===== src/rtl/mmio_stall_controller.sv =====
// -----------------------------------------------------------------------------
// mmio_stall_controller
//
// Sequences memory-mapped-I/O writes issued by the memory-transaction stage
// (stage 4) of the hart. A valid store whose address falls inside the MMIO
// window stalls the pipeline. Address, data and width are captured, and the
// write is driven onto the MMIO write bus from those captured copies. The
// pipeline is released once the device reports completion.
//
// Optional feature macro: MMIO_TIMEOUT_EN
//   defined   : BUSY is bounded by TIMEOUT_CYCLES. A write still pending after
//               that many BUSY cycles is retired anyway, and timeout_error_o
//               is set. It stays set until reset.
//   undefined : BUSY waits for completion indefinitely; timeout_error_o = 0.
//
// Handshake: a request is offered by holding req_valid_i with req_* stable
// while stall_o is high. The device sees mmio_enable_o held high with stable
// mmio_addr_o/mmio_w_data_o/mmio_width_o until it raises
// mmio_write_complete_i for one or more cycles. The first cycle in which both
// are high retires the write. Completion is ignored while mmio_enable_o is low.
//
// Ports
//   clock_i                single clock, all state updates on posedge
//   reset_i                synchronous, active-high reset
//   req_valid_i            stage 4 holds a valid store
//   req_addr_i [XLEN]      stage 4 effective address
//   req_w_data_i [XLEN]    stage 4 store value
//   req_width_i [2]        store width code
//   mmio_write_complete_i  device accepted the current write
//   mmio_enable_o          MMIO write strobe, held until completion
//   mmio_addr_o [XLEN]     captured address
//   mmio_w_data_o [XLEN]   captured data
//   mmio_width_o [2]       captured width
//   stall_o                hold pipeline stages 1-4
//   req_done_o             one-cycle pulse: MMIO write retired
//   timeout_error_o        sticky: a write was force-retired by timeout
//   completed_count_o [16] retired MMIO writes, wraps at 16 bits
//   state_o [2]            current FSM state (0 IDLE, 1 BUSY, 2 DONE)
// -----------------------------------------------------------------------------
module mmio_stall_controller #(
    parameter int unsigned     XLEN           = 32,
    parameter logic [XLEN-1:0] MMIO_BASE      = 'h0000_0000,
    parameter logic [XLEN-1:0] MMIO_SIZE      = 'h0001_0000,
    parameter int unsigned     TIMEOUT_CYCLES = 256
) (
    input  logic            clock_i,
    input  logic            reset_i,
    input  logic            req_valid_i,
    input  logic [XLEN-1:0] req_addr_i,
    input  logic [XLEN-1:0] req_w_data_i,
    input  logic [1:0]      req_width_i,
    input  logic            mmio_write_complete_i,
    output logic            mmio_enable_o,
    output logic [XLEN-1:0] mmio_addr_o,
    output logic [XLEN-1:0] mmio_w_data_o,
    output logic [1:0]      mmio_width_o,
    output logic            stall_o,
    output logic            req_done_o,
    output logic            timeout_error_o,
    output logic [15:0]     completed_count_o,
    output logic [1:0]      state_o
);

    typedef enum logic [1:0] {
        ST_IDLE = 2'd0,
        ST_BUSY = 2'd1,
        ST_DONE = 2'd2
    } state_e;

    state_e          state_q, state_d;
    logic [XLEN-1:0] addr_q, addr_d;
    logic [XLEN-1:0] data_q, data_d;
    logic [1:0]      width_q, width_d;
    logic [15:0]     count_q, count_d;

    // Offset subtraction wraps, so the compare is a single unsigned test.
    // Addresses below the base wrap to large offsets and miss the window.
    logic [XLEN-1:0] win_offset;
    logic            in_window;

    assign win_offset = req_addr_i - MMIO_BASE;
    assign in_window  = (win_offset < MMIO_SIZE);

`ifdef MMIO_TIMEOUT_EN
    localparam int unsigned CW = $clog2(TIMEOUT_CYCLES + 1);
    // The counter holds k-1 during the k-th BUSY cycle. The last allowed
    // BUSY cycle is therefore the one where it equals TIMEOUT_CYCLES-1.
    localparam logic [CW-1:0] BUSY_LAST = CW'(TIMEOUT_CYCLES - 1);

    logic [CW-1:0] busy_cnt_q, busy_cnt_d;
    logic          terr_q, terr_d;
    logic          timeout_hit;

    assign timeout_hit = (busy_cnt_q == BUSY_LAST);
`endif

    // State and captured-request registers
    always_ff @(posedge clock_i) begin
        if (reset_i) begin
            state_q <= ST_IDLE;
            addr_q  <= '0;
            data_q  <= '0;
            width_q <= '0;
            count_q <= '0;
`ifdef MMIO_TIMEOUT_EN
            busy_cnt_q <= '0;
            terr_q     <= 1'b0;
`endif
        end else begin
            state_q <= state_d;
            addr_q  <= addr_d;
            data_q  <= data_d;
            width_q <= width_d;
            count_q <= count_d;
`ifdef MMIO_TIMEOUT_EN
            busy_cnt_q <= busy_cnt_d;
            terr_q     <= terr_d;
`endif
        end
    end

    // Next-state and output logic
    always_comb begin
        state_d       = state_q;
        addr_d        = addr_q;
        data_d        = data_q;
        width_d       = width_q;
        count_d       = count_q;
        mmio_enable_o = 1'b0;
        stall_o       = 1'b0;
        req_done_o    = 1'b0;
`ifdef MMIO_TIMEOUT_EN
        busy_cnt_d    = busy_cnt_q;
        terr_d        = terr_q;
`endif

        unique case (state_q)
            ST_IDLE: begin
                // The stall is asserted in the detect cycle itself, so the
                // store cannot leave stage 4 before it is captured.
                if (req_valid_i && in_window) begin
                    stall_o = 1'b1;
                    addr_d  = req_addr_i;
                    data_d  = req_w_data_i;
                    width_d = req_width_i;
                    state_d = ST_BUSY;
`ifdef MMIO_TIMEOUT_EN
                    busy_cnt_d = '0;
`endif
                end
            end

            ST_BUSY: begin
                mmio_enable_o = 1'b1;
                stall_o       = 1'b1;
                if (mmio_write_complete_i) begin
                    // Completion takes priority over a timeout in the same cycle.
                    state_d = ST_DONE;
                end
`ifdef MMIO_TIMEOUT_EN
                else if (timeout_hit) begin
                    state_d = ST_DONE;
                    terr_d  = 1'b1;
                end else begin
                    busy_cnt_d = busy_cnt_q + 1'b1;
                end
`endif
            end

            ST_DONE: begin
                // The held store leaves stage 4 on this edge. req_* still
                // shows that store, so it is not re-examined here.
                req_done_o = 1'b1;
                count_d    = count_q + 16'd1;
                state_d    = ST_IDLE;
            end

            default: begin
                state_d = ST_IDLE;
            end
        endcase
    end

    assign mmio_addr_o       = addr_q;
    assign mmio_w_data_o     = data_q;
    assign mmio_width_o      = width_q;
    assign completed_count_o = count_q;
    assign state_o           = state_q;

`ifdef MMIO_TIMEOUT_EN
    assign timeout_error_o = terr_q;
`else
    assign timeout_error_o = 1'b0;
`endif

endmodule

===== config.mk =====
export PLATFORM = sky130hd
export DESIGN_NAME = mmio_stall_controller
export DESIGN_NICKNAME = d
export VERILOG_FILES = /design/src/rtl/mmio_stall_controller.sv
export SDC_FILE = /design/constraint.sdc
export NUM_CORES = 1
export LEC_CHECK = 0
export ABC_AREA = 1
export CAP_MARGIN = 20
export CORE_MARGIN = 2
export CORE_UTILIZATION = 45
export CTS_BUF_LIST = sky130_fd_sc_hd__clkbuf_4
export DETAILED_ROUTE_END_ITERATION = 10
export DONT_BUFFER_PORTS = 1
export HOLD_SLACK_MARGIN = 0.03
export MAX_ROUTING_LAYER = met4
export PLACE_DENSITY = 0.61
export SLEW_MARGIN = 20
export SYNTH_ARGS = -nofsm -noshare
export SYNTH_HDL_FRONTEND = slang
export SYNTH_SLANG_ARGS = --single-unit

===== constraint.sdc =====
create_clock -name clock_i -period 2.7 [get_ports clock_i]
set_input_delay 0.54 -clock clock_i [delete_from_list [all_inputs] [get_ports clock_i]]
set_output_delay 0.54 -clock clock_i [all_outputs]
set_load 0.01 [all_outputs]

==> results of run 1 <==
==> worst register-to-register path, delay by kind of cell, from the launching register on <==
family / cells / cell delay (ns)
AND/OR/NAND/NOR: 6 / 0.85
flip-flops: 1 / 0.45
buffers and inverters: 1 / 0.41
==> final timing paths <==
kind                   startpoint                    to  slack, ns  cells past startpoint
hold reg to reg   mmio_addr_o[16]       mmio_addr_o[16]       0.51                      2
hold / removal            reset_i  completed_count_o[0]       0.17                      1
setup reg to reg       state_o[1]      mmio_w_data_o[1]       0.90                      7
setup / recovery       state_o[1]               stall_o       0.33                      5
==> flip-flops by register name, summed over array words and instances (netlist names) <==
register and flops:
mmio_width_o 2, completed_count_o 16, mmio_addr_o 32, state_o 2, mmio_w_data_o 32
==> layout by cell type, fill, tap and decap left out, types with 5 or more instances in the layout <==
cell | netlist | routed
nor2_1 | 35 | 35
clkbuf_4 | 0 | 9
nand3_1 | 74 | 74
a21oi_1 | 7 | 7
nand4_1 | 5 | 5
nor2_2 | 51 | 51
nand2_1 | 81 | 81
inv_1 | 85 | 85
dfxtp_1 | 84 | 84
o21ai_0 | 5 | 5
a21oi_2 | 50 | 50
==> cell families after synthesis <==
| family | after synthesis | synth area share, % |
|---|---|---|
| AOI/OAI and AO/OA | 63 | 12.08 |
| xor gates and xnor gates | 3 | 0.6281 |
| buffers and inverters | 119 | 17.19 |
| adders and majority gates | 1 | 0.2990 |
| other | 1 | 0.08963 |
| DFF | 84 | 40.19 |
| and+or+nand+nor | 256 | 29.52 |
==> layer usage <==
metal	GRT usage, %	up-vias
met4	6.322	0
li1	-	1593
met5	-	-
met2	26.28	112
met1	19.33	1409
met3	4.944	10
==> layout make-up <==
type                       instances  share of cell area (%)
clock buffer                       9                   1.627
sequential                        84                   40.48
timing repair buffer               3                   1.446
tap                              111                   3.343
clock inverter                     7                   2.410
inverter                          86                   7.771
multi-input combinational        324                   42.92
==> where the power goes <==
| group | switching, mW | internal [mW] | total (mW) | leakage (nW) |
|---|---|---|---|---|
| Combinational | 0.0562 | 0.0240 | 0.0801 | 1.02 |
| Clock | 0.452 | 0.382 | 0.834 | 0.0857 |
| Sequential | 0.0000158 | 1.24 | 1.24 | 0.676 |
| Total | 0.508 | 1.65 | 2.15 | 1.78 |
==> impl_metrics.toml, run 1 <==
[status]
status = "finished, final reports clean"

[synthesis]
syn_avg_cell_area_sq_um = 7.939
synthFlopType = "dfxtp_1"
yosysTopAreaCellShare_pct = 40.19
syn_area_sq_um = 4184
synth_edf_count = 0
yosys.area.top_type = "dfxtp_1"
ys_top_cells_by_area = "dfxtp_1 (40%), a21oi_2 (10%), nand3_1 (8.9%)"
yosysSeqAreaShare_pct = 40.19
yosys_warnings = 0
netlist-cell-type-count = 29
syn_nets = 598
ys_seq_elements = 84
synth_most_common_cell = "inv_1"
synth_commonest_cells = "inv_1 (85), dfxtp_1 (84), nand2_1 (81)"
syn_inst = 527
ys_async_sr_fraction_pct = 0

[power]
p_leak_nw = 1.778
ir_drop_uv = 217.9
total_power_mw = 2.154
powerDensity_nw_per_um2 = 518.5

[floorplanning]
die_w_microns = 100.4
initial_core_util_pct = 45.93
pin_count = 158
core_area_sq_um = 9109
die_h_microns = 100.4
row_count = 35
die-area_sq_um = 10090

[timing]
max_freq_ghz = 0.4228
final.setup.tns_ns = 0
worst_pin_slew_ns = 0.5993
drv_slew = 0
setup_viol = 0
maxSlewHeadroom_pct = 59.99
hold_viol = 0
finalCriticalPeriod_ns = 2.365
hold-worst-slack_ns = 0.1659
fin_skew_ns = 0.01651
rsz0062_at_grt = "no"
worst_slack_ns = 0.3346
min_period_over_period_pct = 87.61

[clocking]
cts_setup_buffers = 0
cts-root-buf = "clkbuf_4"
htree_levels = 3
path_clk_slew_ns = 0.15
clock_sinks = 84
cts_buffers = 9
cts_resized = 0
cts_buffer_depth = 2
cts_tree = "done"
insertion_delay_ns = 0.42
cts_hold_buf = 0

[worst_setup_path]
path_buf_inv = 0
setup.worst_path.end_class = "output port"
crit_type = "reg2out"
cp_cell_sequence = "nor2_2, nand3_2, nor2_4, nand2_2, a21oi_1"
cp_top_family = "simple AND/OR/NAND/NOR gates"
slowest_stage = "dfxtp_1"
crit_required_ns = 2.16
cp_max_fo = 17
cp.arrival_ns = 1.83
start_kind = "flop"
crit_path_max_incr_delay_ns = 0.45

[cells_and_area]
nets = 579
num-fill-cells = 932
diodes = 0
stdcell_area_sq_um = 4154
multi_input_area_sq_um = 1783
drive_gt1_share_pct = 24.37
regArea_sq_um = 1682
area_delta_synth_final_pct = -0.7178
instances_no_fill = 624
final_util_pct = 45.60

[placed_design]
post-place-ws_ns = 0.5996
dp_cells = 608
gp_congestion = 0.8142
io_buffer_count = 0
postPlaceCellArea_sq_um = 3986
post-dp-hpwl_mm = 5.457

[routing]
wl_met2_mm = 3.811
m1WireLength_mm = 3.569
wl_per_cell_microns = 13.14
vias = 3124
drc = 0
drt_first_pass_iters = 6
route.final.wire_length_mm = 8.197
dr.max_layer_used = "met4"
drtAntennaViolNets = 0
wl_met3_microns = 692
first_iter_violations = 66
vias_per_cell = 5.006

[global_route]
grt_start_max_net_pins = 101
antenna_found_initial = 0
grt_first_pass_wirelength_mm = 13.21
grt_use_total_pct = 16.39
grt_pass1_vias = 2835
grt_overflow_total = 0

[hold_path]
worstHoldPathType = "in2reg"

[run]
drv_cap = 0
Note: power is estimated with default switching activity, not from simulation.
==> run 2: changes to the inputs <==
- MAX_ROUTING_LAYER: met4 -> unset
==> run 2 against run 1 <==
  * Critical path depth stayed put
  * Utilization stayed put
  * Cell count stayed put
  * Combinational power hardly changed
  * Clock skew hardly changed
  * Critical endpoint unchanged
==> impl_metrics.toml, run 2 (synthesis results as in run 1) <==
[clocking]
cts_resized = 0
cts-root-buf = "clkbuf_4"
clock_sinks = 84
cts_setup_buffers = 0
cts_buffer_depth = 2
cts_buffers = 9
insertion_delay_ns = 0.42
cts_hold_buf = 0
path_clk_slew_ns = 0.15
htree_levels = 3
cts_tree = "done"

[global_route]
grt_start_max_net_pins = 101
grt_use_total_pct = 15.96
grt_pass1_vias = 2826
antenna_found_initial = 0
grt_overflow_total = 0
grt_first_pass_wirelength_mm = 13.24

[worst_setup_path]
cp.arrival_ns = 1.82
crit_type = "reg2out"
crit_required_ns = 2.16
start_kind = "flop"
cp_max_fo = 17
ff2ff_path_depth = 7
setup.worst_path.end_class = "output port"

[power]
p_leak_nw = 1.778
intPower_mw = 1.646
p_seq_share_pct = 57.5
p_comb_share_pct = 3.7
sw_frac_of_total_pct = 23.68
total_power_mw = 2.156
powerDensity_nw_per_um2 = 519.1
switching_power_mw = 0.5107
ir_drop_uv = 218.2
p_clk_share_pct = 38.8

[routing]
vias = 3127
wl_per_cell_microns = 13.14
first_iter_violations = 58
drt_first_pass_iters = 4
drc = 0
drtAntennaViolNets = 0
route.final.wire_length_mm = 8.200
vias_per_cell = 5.011

[placed_design]
io_buffer_count = 0
post-dp-hpwl_mm = 5.457
postPlaceCellArea_sq_um = 3986
gp_congestion = 0.8026

[timing]
fin_skew_ns = 0.01676
hold_viol = 0
finalCriticalPeriod_ns = 2.362
final.setup.tns_ns = 0
maxSlewHeadroom_pct = 59.86
worst_pin_slew_ns = 0.6013
min_period_over_period_pct = 87.47
drv_slew = 0
max_freq_ghz = 0.4234
setup_viol = 0
rsz0062_at_grt = "no"

[floorplanning]
die_w_microns = 100.4
die-area_sq_um = 10090
die_h_microns = 100.4
initial_core_util_pct = 45.93
pin_count = 158
core_area_sq_um = 9109
row_count = 35

[cells_and_area]
area_delta_synth_final_pct = -0.7178
drive_gt1_share_pct = 24.37
diodes = 0
final_common_cell = "inv_1"
final_util_pct = 45.60
nets = 579
stdcell_area_sq_um = 4154
final_cell_mix = "inv_1 (85), dfxtp_1 (84), nand2_1 (81)"

[hold_path]
worstHoldPathType = "in2reg"
whs_path_depth = 1

[status]
status = "finished, final reports clean"

[run]
drv_cap = 0
==> run 2: worst max-delay path: stages (launching register included) <==
cell and delay [ns]:
dfxtp_1 0.45, nor2_2 0.17, nand3_2 0.10, nor2_4 0.16, nand2_2 0.22, a21oi_1 0.31
==> run 2: layer usage <==
layer	global-route usage, %	part of all wire (%)
met5	0	0
met1	19.11	43
met4	6.322	1.5
met3	5.432	9.0
met2	26.33	47
==> run 2: power by group through the flow <==
stage          logic [mW]  clock network, mW  registers, mW
5_1_grt            0.0920              0.927           1.24
3_3_place_gp       0.0791                  0           1.27
4_1_cts            0.0820              0.876           1.24
6_report           0.0802              0.837           1.24
2_1_floorplan      0.0739                  0           1.27
3_5_place_dp       0.0815                  0           1.27
==> run 2: layout make-up <==
| type | count | area, sq um |
|---|---|---|
| Clock buffer | 9 | 67.56 |
| Clock inverter | 7 | 100.1 |
| Fill cell | 932 | 4955 |
| Inverter | 86 | 322.8 |
| Multi-Input combinational cell | 324 | 1783 |
| Sequential cell | 84 | 1682 |
| Tap cell | 111 | 138.9 |
| Timing Repair Buffer | 3 | 60.06 |
==> run 2: stage by stage <==
stage / hold slack, ns / setup WS [ns] / std cells
2_1_floorplan: 0.4668 / 0.6267 / 527
3_3_place_gp: 0.4843 / 0.6196 / 608
3_5_place_dp: 0.4896 / 0.5996 / 608
4_1_cts: 0.1259 / 0.2880 / 624
5_1_grt: 0.1365 / 0.1650 / 624
6_report: 0.1656 / 0.3382 / 624
==> run 2: path summary, 6_finish.rpt <==
kind,from,endpoint,slack (ns)
min,reset_i,completed_count_o[0],0.17
max reg2reg,state_o[1],mmio_w_data_o[1],0.89
min reg2reg,mmio_addr_o[16],mmio_addr_o[16],0.51
max,state_o[1],stall_o,0.34
==> run 3: changes to the inputs <==
- CORE_MARGIN: 2 -> unset
- CTS_CLUSTER_SIZE: unset -> 8
==> run 3 against run 2 <==
  * The flow now finishes with violations (DRC)
  * Flip-flop and latch count unchanged
  * Final area decreased by 0.99%
  * Die area decreased by 3.9%
  * Cell count decreased by 0.48%
  * Utilization increased by 0.87 points
  * Maximum frequency increased by 2.3%
  * Critical path depth unchanged
  * Clock skew about the same
  * Global-route usage increased by 0.79 points
  * Clock power decreased by 17%
  * Via count decreased by 1.5%
==> impl_metrics.toml, run 3 (synthesis results as in run 1) <==
[clocking]
path_clk_slew_ns = 0.13
cts_tree = "done"
cts_hold_buf = 0
cts_buffer_depth = 2
insertion_delay_ns = 0.41
cts_buffers = 9
clock_sinks = 84
cts-root-buf = "clkbuf_4"
cts_resized = 0
htree_levels = 3
cts_setup_buffers = 0

[hold_path]
worstHoldPathType = "in2reg"

[power]
ir_drop_uv = 386.0
total_power_mw = 2.013
p_leak_nw = 1.764
powerDensity_nw_per_um2 = 489.5

[timing]
worst_pin_slew_ns = 0.7566
final.setup.tns_ns = 0
maxSlewHeadroom_pct = 49.49
max_freq_ghz = 0.4333
hold-worst-slack_ns = 0.1827
hold_viol = 0
min_period_over_period_pct = 85.47
drv_slew = 0
finalCriticalPeriod_ns = 2.308
rsz0062_at_grt = "no"
fin_skew_ns = 0.01666
setup_viol = 0

[cells_and_area]
diodes = 0
final_cell_mix = "inv_1 (85), dfxtp_1 (84), nand2_1 (81)"
nets = 579
drive_gt1_share_pct = 24.17
area_delta_synth_final_pct = -1.705
num-fill-cells = 943
stdcell_area_sq_um = 4113
final_util_pct = 46.48
final_common_cell = "inv_1"

[routing]
route.final.wire_length_mm = 7.873
vias = 3081
drc = 10
vias_per_cell = 4.961
first_iter_violations = 99
wl_per_cell_microns = 12.68
drtAntennaViolNets = 0
drt_first_pass_iters = 8

[global_route]
grt_overflow_total = 0
grt_pass1_vias = 2783
grt_start_max_net_pins = 101
grt_use_total_pct = 16.76
grt_first_pass_wirelength_mm = 13.19
antenna_found_initial = 0

[worst_setup_path]
start_kind = "flop"
crit_path_max_incr_delay_ns = 0.44
cp_top_family = "simple AND/OR/NAND/NOR gates"
cp.arrival_ns = 1.77
slowest_stage = "dfxtp_1"
crit_type = "reg2out"
cp_cell_sequence = "nor2_2, nand3_2, nor2_4, nand2_2, a21oi_1"
crit_required_ns = 2.16
cp_max_fo = 17
path_buf_inv = 0
setup.worst_path.end_class = "output port"

[run]
drv_cap = 0

[floorplanning]
pin_count = 158
die_h_microns = 98.43
core_area_sq_um = 8848
die_w_microns = 98.43
die-area_sq_um = 9687
row_count = 34
initial_core_util_pct = 47.29

[placed_design]
gp_congestion = 0.7503
post-dp-hpwl_mm = 5.302
postPlaceCellArea_sq_um = 3983
io_buffer_count = 0

[status]
status = "finished with violations"
violations = "DRC"
[run 3: through the flow]
step	setup WS (ns)	cells
after detailed placement	0.6093	605
final	0.3922	621
after global placement	0.6342	605
after global routing	0.2078	621
after CTS	0.3314	621
after floorplan	0.6267	527
[run 3: per-layer routing]
layer  wire length (microns)  vias to the layer above  share of wire [%]  track usage, %
li1                        -                     1593                  -               -
met1                    3328                     1367                 42           19.56
met2                    3645                      113                 46           27.30
met3                     816                        8                 10           7.943
met4                      82                        0                1.0           5.166
met5                       0                        -                  0               0
[run 3: final timing paths]
kind,start,endpoint,slack [ns],cells past startpoint
setup / recovery,state_o[1],stall_o,0.39,5
hold / removal,reset_i,completed_count_o[0],0.18,1
setup reg to reg,state_o[1],mmio_w_data_o[4],0.94,7
hold reg to reg,mmio_addr_o[16],mmio_addr_o[16],0.50,2
[run 3: area by class of cell]
type / instances / area, sq um / share of cell area (%)
Clock buffer: 10 / 75.07 / 1.825
Clock inverter: 6 / 55.05 / 1.339
Inverter: 86 / 322.8 / 7.849
Multi-Input combinational cell: 324 / 1783 / 43.35
Sequential cell: 84 / 1682 / 40.89
Tap cell: 108 / 135.1 / 3.286
Timing Repair Buffer: 3 / 60.06 / 1.460
[run 3: report_power, final]
| part | total [mW] | internal (mW) | switching, mW |
|---|---|---|---|
| combinational | 0.0795 | 0.0241 | 0.0554 |
| sequential | 1.24 | 1.24 | 0.0000157 |
| clock | 0.695 | 0.285 | 0.410 |
| total | 2.01 | 1.55 | 0.466 |
